<file path="src/rtl/bist_loopback_responder_if.sv">
// Handshake bundle between the BIST FSM (master) and the loopback responder (slave).
// Inject_Fault exists only when BIST_LOOPBACK_FAULT_INJECT_EN is defined.
interface bist_loopback_responder_if #(
   parameter int DW = 8
);
   logic          BIST_Mode;
   logic          Transmit_Start;
   logic [DW-1:0] Tx_Data;
   logic          Data_Rdy;
   logic [DW-1:0] Rx_Data;
   logic          Resp_Busy;
   logic          Overflow;
`ifdef BIST_LOOPBACK_FAULT_INJECT_EN
   logic          Inject_Fault;

   modport master (
      output BIST_Mode, Transmit_Start, Tx_Data, Inject_Fault,
      input  Data_Rdy, Rx_Data, Resp_Busy, Overflow
   );
   modport slave (
      input  BIST_Mode, Transmit_Start, Tx_Data, Inject_Fault,
      output Data_Rdy, Rx_Data, Resp_Busy, Overflow
   );
`else
   modport master (
      output BIST_Mode, Transmit_Start, Tx_Data,
      input  Data_Rdy, Rx_Data, Resp_Busy, Overflow
   );
   modport slave (
      input  BIST_Mode, Transmit_Start, Tx_Data,
      output Data_Rdy, Rx_Data, Resp_Busy, Overflow
   );
`endif
endinterface

</file>
<file path="src/rtl/bist_loopback_responder.sv">
// Far-end loopback partner of the BIST FSM: queues launched bytes and returns each after DELAY cycles.
// Optional one-shot Rx_Data[0] corruption is enabled by defining BIST_LOOPBACK_FAULT_INJECT_EN.
module bist_loopback_responder #(
   parameter int DW    = 8,
   parameter int DEPTH = 4,
   parameter int DELAY = 3
) (
   input logic                       ClK,
   input logic                       Clear_n,
   bist_loopback_responder_if.slave  bus
);
   localparam int AW = $clog2(DEPTH);
   localparam int CW = $clog2(DEPTH + 1);
   localparam logic [CW-1:0] FULL_COUNT = CW'(DEPTH);
   localparam logic [7:0]    WAIT_LOAD  = 8'(DELAY - 1);

   typedef enum logic [1:0] {ST_IDLE, ST_WAIT, ST_DRIVE} state_t;

   logic [DW-1:0] mem [DEPTH];
   logic [AW-1:0] wr_ptr, rd_ptr;
   logic [CW-1:0] count, count_next;
   state_t        state;
   logic [7:0]    wait_cnt;
   logic [DW-1:0] hold;
   logic [DW-1:0] rx_data_q;
   logic [DW-1:0] fault_mask;
   logic          data_rdy_q, busy_q, overflow_q, mode_q;
   logic          push_req, pop, full, push, drop, drive_now;

   // NOTE: every always_comb output gets a default first so no path leaves it unassigned (no latch).
   always_comb begin
      push_req   = bus.BIST_Mode & bus.Transmit_Start;
      full       = (count == FULL_COUNT);
      pop        = bus.BIST_Mode && (state == ST_IDLE) && (count != '0);
      push       = push_req && (!full || pop);
      drop       = push_req && full && !pop;
      drive_now  = bus.BIST_Mode && (state == ST_WAIT) && (wait_cnt == 8'd0);
      count_next = count;
      if (push && !pop)      count_next = count + 1'b1;
      else if (pop && !push) count_next = count - 1'b1;
   end

   // NOTE: storage array carries no reset; validity is tracked by count, so only pointers need clearing.
   always_ff @(posedge ClK) begin
      if (push) mem[wr_ptr] <= bus.Tx_Data;
   end

`ifdef BIST_LOOPBACK_FAULT_INJECT_EN
   logic armed;

   always_ff @(posedge ClK or negedge Clear_n) begin
      if (!Clear_n)                armed <= 1'b0;
      else if (!bus.BIST_Mode)     armed <= 1'b0;
      else if (drive_now && armed) armed <= 1'b0;
      else if (bus.Inject_Fault)   armed <= 1'b1;
   end

   assign fault_mask = {{(DW-1){1'b0}}, armed};
`else
   assign fault_mask = '0;
`endif

   // NOTE: sequential state uses non-blocking assignments so every register samples pre-edge values.
   always_ff @(posedge ClK or negedge Clear_n) begin
      if (!Clear_n) begin
         wr_ptr     <= '0;
         rd_ptr     <= '0;
         count      <= '0;
         state      <= ST_IDLE;
         wait_cnt   <= 8'd0;
         hold       <= '0;
         rx_data_q  <= '0;
         data_rdy_q <= 1'b0;
         busy_q     <= 1'b0;
         overflow_q <= 1'b0;
         mode_q     <= 1'b0;
      end else if (!bus.BIST_Mode) begin
         // Flush: an in-flight byte is abandoned, Rx_Data and Overflow keep their values.
         wr_ptr     <= '0;
         rd_ptr     <= '0;
         count      <= '0;
         state      <= ST_IDLE;
         wait_cnt   <= 8'd0;
         data_rdy_q <= 1'b0;
         busy_q     <= 1'b0;
         mode_q     <= 1'b0;
      end else begin
         mode_q <= 1'b1;
         if (!mode_q)   overflow_q <= 1'b0;
         else if (drop) overflow_q <= 1'b1;

         if (push) wr_ptr <= wr_ptr + 1'b1;
         if (pop)  rd_ptr <= rd_ptr + 1'b1;
         count      <= count_next;
         data_rdy_q <= 1'b0;

         case (state)
            ST_IDLE: begin
               if (pop) begin
                  hold     <= mem[rd_ptr];
                  wait_cnt <= WAIT_LOAD;
                  state    <= ST_WAIT;
                  busy_q   <= 1'b1;
               end else begin
                  busy_q   <= (count_next != '0);
               end
            end
            ST_WAIT: begin
               busy_q <= 1'b1;
               if (wait_cnt == 8'd0) begin
                  state      <= ST_DRIVE;
                  data_rdy_q <= 1'b1;
                  rx_data_q  <= hold ^ fault_mask;
               end else begin
                  wait_cnt <= wait_cnt - 1'b1;
               end
            end
            ST_DRIVE: begin
               state  <= ST_IDLE;
               busy_q <= (count_next != '0);
            end
            default: begin
               state  <= ST_IDLE;
               busy_q <= (count_next != '0);
            end
         endcase
      end
   end

   assign bus.Data_Rdy  = data_rdy_q;
   assign bus.Rx_Data   = rx_data_q;
   assign bus.Resp_Busy = busy_q;
   assign bus.Overflow  = overflow_q;
endmodule

</file>
<file path="src/flat_wrapper.sv">
// flat-port wrapper written by rule: the top's interface ports become plain ports
module bist_loopback_responder_flat 
#(
   parameter int DW    = 8,
   parameter int DEPTH = 4,
   parameter int DELAY = 3
)
  (ClK, Clear_n, bus_BIST_Mode, bus_Transmit_Start, bus_Tx_Data, bus_Data_Rdy, bus_Rx_Data, bus_Resp_Busy, bus_Overflow);
  bist_loopback_responder_if #(.DW(DW)) bus_i ();
  input logic ClK;
  input logic Clear_n;
  input wire logic [$bits(bus_i.BIST_Mode)-1:0] bus_BIST_Mode;
  input wire logic [$bits(bus_i.Transmit_Start)-1:0] bus_Transmit_Start;
  input wire logic [$bits(bus_i.Tx_Data)-1:0] bus_Tx_Data;
  output wire logic [$bits(bus_i.Data_Rdy)-1:0] bus_Data_Rdy;
  output wire logic [$bits(bus_i.Rx_Data)-1:0] bus_Rx_Data;
  output wire logic [$bits(bus_i.Resp_Busy)-1:0] bus_Resp_Busy;
  output wire logic [$bits(bus_i.Overflow)-1:0] bus_Overflow;
  assign bus_i.BIST_Mode = bus_BIST_Mode;
  assign bus_i.Transmit_Start = bus_Transmit_Start;
  assign bus_i.Tx_Data = bus_Tx_Data;
  assign bus_Data_Rdy = bus_i.Data_Rdy;
  assign bus_Rx_Data = bus_i.Rx_Data;
  assign bus_Resp_Busy = bus_i.Resp_Busy;
  assign bus_Overflow = bus_i.Overflow;
  bist_loopback_responder #(.DW(DW), .DEPTH(DEPTH), .DELAY(DELAY)) u_core (.ClK(ClK), .Clear_n(Clear_n), .bus(bus_i));
endmodule
</file>
<file path="config.mk">
export PLATFORM = sky130hd
export DESIGN_NAME = bist_loopback_responder_flat
export DESIGN_NICKNAME = d
export VERILOG_FILES = /design/src/rtl/bist_loopback_responder_if.sv /design/src/rtl/bist_loopback_responder.sv /design/src/flat_wrapper.sv
export SDC_FILE = /design/constraint.sdc
export NUM_CORES = 1
export LEC_CHECK = 0
export BUFFER_PORTS_ARGS = -buffer_cell sky130_fd_sc_hd__buf_2
export CAP_MARGIN = 20
export CORE_ASPECT_RATIO = 1.75
export CORE_MARGIN = 5
export CORE_UTILIZATION = 42
export CTS_CLUSTER_SIZE = 40
export DETAILED_ROUTE_END_ITERATION = 16
export PLACE_DENSITY_LB_ADDON = 0.2
export SLEW_MARGIN = 40
export SYNTH_ARGS = -nofsm -noshare
export SYNTH_HDL_FRONTEND = slang
export SYNTH_SLANG_ARGS = --single-unit
</file>
<file path="constraint.sdc">
create_clock -name ClK -period 4.8 [get_ports ClK]
set_clock_uncertainty 0.1 [all_clocks]
set_input_delay 0.72 -clock ClK [delete_from_list [all_inputs] [get_ports ClK]]
set_output_delay 0.72 -clock ClK [all_outputs]
set_load 0.02 [all_outputs]
</file>
==> summary.txt <==
chip height -> 121 um
HPWL Detailed -> 3450 um
relative slew slack -> 63.6%
VDD IR max -> 0.000307 V
Least-Margin Pin Slew -> 0.546 ns
Post-Syn Instances -> 191
Flop pwr share -> 38.9%
switching share of power -> 32.4%
PwrDens -> 646 mW/mm^2
Logic pwr share -> 31.9%
H-tree depth -> 3
Post-Syn Nets -> 211
First-pass DRT Iterations -> 4
vias -> 1563
Synth Register Bits -> 69
die width -> 73.2 um
Clock Pin Slew Worst Setup and Hold Paths -> 0.06 ns
CTS sink cnt -> 69
final wirelength -> 4660 um
setup bufs post-CTS -> 0
most common cell after layout, fill and taps aside -> dfrtp_1
Final ANT Viol Nets -> 0
fin nets -> 242
# hold bufs at CTS -> 0
Seq/Total Area, Yosys -> 64.2%
FMAX -> 0.465 GHz
Finished Cell Area -> 0.00346 mm^2
n_diodes -> 0
CTS tree -> yes
WL/cell -> 15.0 um
layout cell share with drive strength beyond 1 -> 32.6%
unrepaired setup endpoints after global routing -> false
crit path time final -> 2.15 ns
clk_lat worst skew -> 0.33 ns
Synth Area per Inst -> 15.4 um^2
post-synthesis cell area -> 0.00294 mm^2
Setup TNS Final -> 0 ns
P&R area growth vs syn -> 17.7%
GR Util All Layers -> 12.3%
fin crit share -> 44.8%
CP max FO -> 8
kind of critical path -> flip-flop to flip-flop
startpoint types -> flip-flop
GPL Wtd Cong -> 0.731
vias per cell -> 5.03
Post-DP Area -> 0.00316 mm^2
Setup violations, final -> 0
CTS Buffer Depth -> 2
status -> complete, no violations
Initial Util -> 42.8%
Initial DRC Count -> 42
vias in the first global route -> 1581
Resize count post-CTS -> 0
number of distinct library cells after synthesis -> 46
Buffers on Ports -> 22
CP Capture Type -> flip-flop
Clk pwr share -> 29.2%
most frequent cells in the layout -> dfrtp_1, edfxtp_1, buf_2, nor2_1, mux2_2
number of core rows -> 40
DIE AREA -> 0.00883 mm^2
antenna violations before repair -> 0
max-slew violation count -> 0
first-pass GRT wire length -> 7950 um
IO Count -> 23
clock root buffer -> clkbuf_16
largest net degree at the start of global routing -> 20
CP arrival -> 2.04 ns
# Max-Cap Violations -> 0
total global routing overflow -> 0
DRC viols -> 0
Cell Int Power -> 0.00151 W
core area -> 0.00686 mm^2
Ys Warns -> 0
switching pwr -> 0.000724 W
Worst EP required -> 4.69 ns
Hold WC Path Type -> input pin to async pin
CTS buffer count -> 9
final hold violations -> 0
leakage power -> 1.42 nW
## state kept, by name, summed over array words and instances, names as in the netlist
signal,cells
u_core.bus.Data_Rdy,1
u_core.mode_q,1
u_core.hold,8
u_core.count,3
u_core.wait_cnt,8
u_core.bus.Resp_Busy,1
u_core.bus.Rx_Data,8
u_core.state,2
u_core.bus.Overflow,1
u_core.mem,32
u_core.wr_ptr,2
u_core.rd_ptr,2
## worst max-delay path: stages (launching register included)
cell and delay, ns:
dfrtp_1 0.44, or2_2 0.36, and3_1 0.23, nor2_1 0.27
and2_1 0.41
## synth_stat cells (all sizes together)
cell / number / share of area [%]
a22oi: 1 / 0.26
a31oi: 1 / 0.21
nand3: 4 / 1.1
edfxtp: 32 / 33
nand2b: 2 / 0.43
ha: 8 / 3.4
xnor2: 4 / 1.2
clkinv: 1 / 0.13
o211ai: 1 / 0.26
mux2: 16 / 6.3
nand4b: 1 / 0.30
nand2: 8 / 1.1
a211oi: 1 / 0.43
nor2: 18 / 2.4
and2: 5 / 1.1
or2: 2 / 0.43
and3: 1 / 0.21
buf: 2 / 0.30
nand4: 1 / 0.21
inv: 10 / 1.3
nor3: 3 / 1.1
and2b: 2 / 0.55
dfrtp: 37 / 32
a311oi: 2 / 1.2
o2111ai: 1 / 0.30
a21oi: 2 / 0.34
xor2: 8 / 2.4
mux4: 8 / 6.1
clkbuf: 1 / 0.47
nand3b: 1 / 0.26
nor4b: 1 / 0.81
nor2b: 1 / 0.21
nor3b: 1 / 0.26
o21ai: 3 / 0.51
o31ai: 1 / 0.26
## per-layer routing
metal / global-route usage [%] / vias to the layer above / part of all wire (%) / wire, um
met5: 0 / - / 0 / 0
met1: 14.3 / 773 / 42 / 1950
met3: 5.16 / 11 / 4.1 / 189
met4: 5.89 / 0 / 2.7 / 127
met2: 19.3 / 21 / 51 / 2390
li1: - / 758 / - / -
## metrics by stage
step / worst slack (ns) / hold slack [ns] / utilization, % / std cells / power [W]
floorplan: 2.90 / 0.324 / - / 191 / 0.00144
global placement: 2.60 / 0.384 / 45.7 / 294 / 0.00160
detailed placement: 2.56 / 0.389 / 46.1 / 295 / 0.00161
CTS: 2.62 / 0.254 / 50.4 / 311 / 0.00228
global route: 2.51 / 0.277 / 50.4 / 311 / 0.00239
finish: 2.65 / 0.247 / 50.4 / 311 / 0.00224
## path summary, 6_finish.rpt
kind	startpoint	to	slack, ns	depth (start not counted)
worst min-delay path	Clear_n	u_core.mode_q$_DFF_PN0_	0.25	1
worst max-delay path	u_core.state[0]$_DFFE_PN0P_	u_core.mem[3][7]$_DFFE_PP_	2.65	4
max in group asynchronous	Clear_n	u_core.bus.Data_Rdy$_DFF_PN0_	3.90	2
min in group ClK	u_core.hold[5]$_DFFE_PN0P_	u_core.hold[5]$_DFFE_PN0P_	0.40	1
worst min register to register	u_core.hold[5]$_DFFE_PN0P_	u_core.hold[5]$_DFFE_PN0P_	0.40	1
worst max register to register	u_core.state[0]$_DFFE_PN0P_	u_core.mem[3][7]$_DFFE_PP_	2.65	4
## power groups by stage
stage               clock, W  combinational, W  sequential, W
detailed placement         0          0.000723       0.000884
floorplan                  0          0.000549       0.000890
global route        0.000699          0.000797       0.000891
CTS                 0.000673          0.000729       0.000874
global placement           0          0.000716       0.000881
finish              0.000653          0.000713       0.000869
## cells by family (layout without fill, tap and decap cells)
group                    after synthesis  after routing  synth area share [%]
AND/OR/NAND/NOR                       51             51                  10.5
flip-flops                            69             69                  64.2
multiplexers                          24             24                  12.4
XOR/XNOR                              12             12                  3.58
adder cells (fa/ha/maj)                8              8                  3.41
AO/OA/AOI/OAI                         13             13                  3.75
buffers and inverters                 14             50                  2.17
## final cells by class
type | count | area, um^2
fill | 594 | 3400
clock buffer | 10 | 229
clock inverter | 6 | 71.3
timing repair buffer | 23 | 138
sequential | 69 | 1890
inverter | 11 | 41.3
multi-input combinational | 108 | 987
tap | 84 | 105
(Power assumes the default switching activity.)
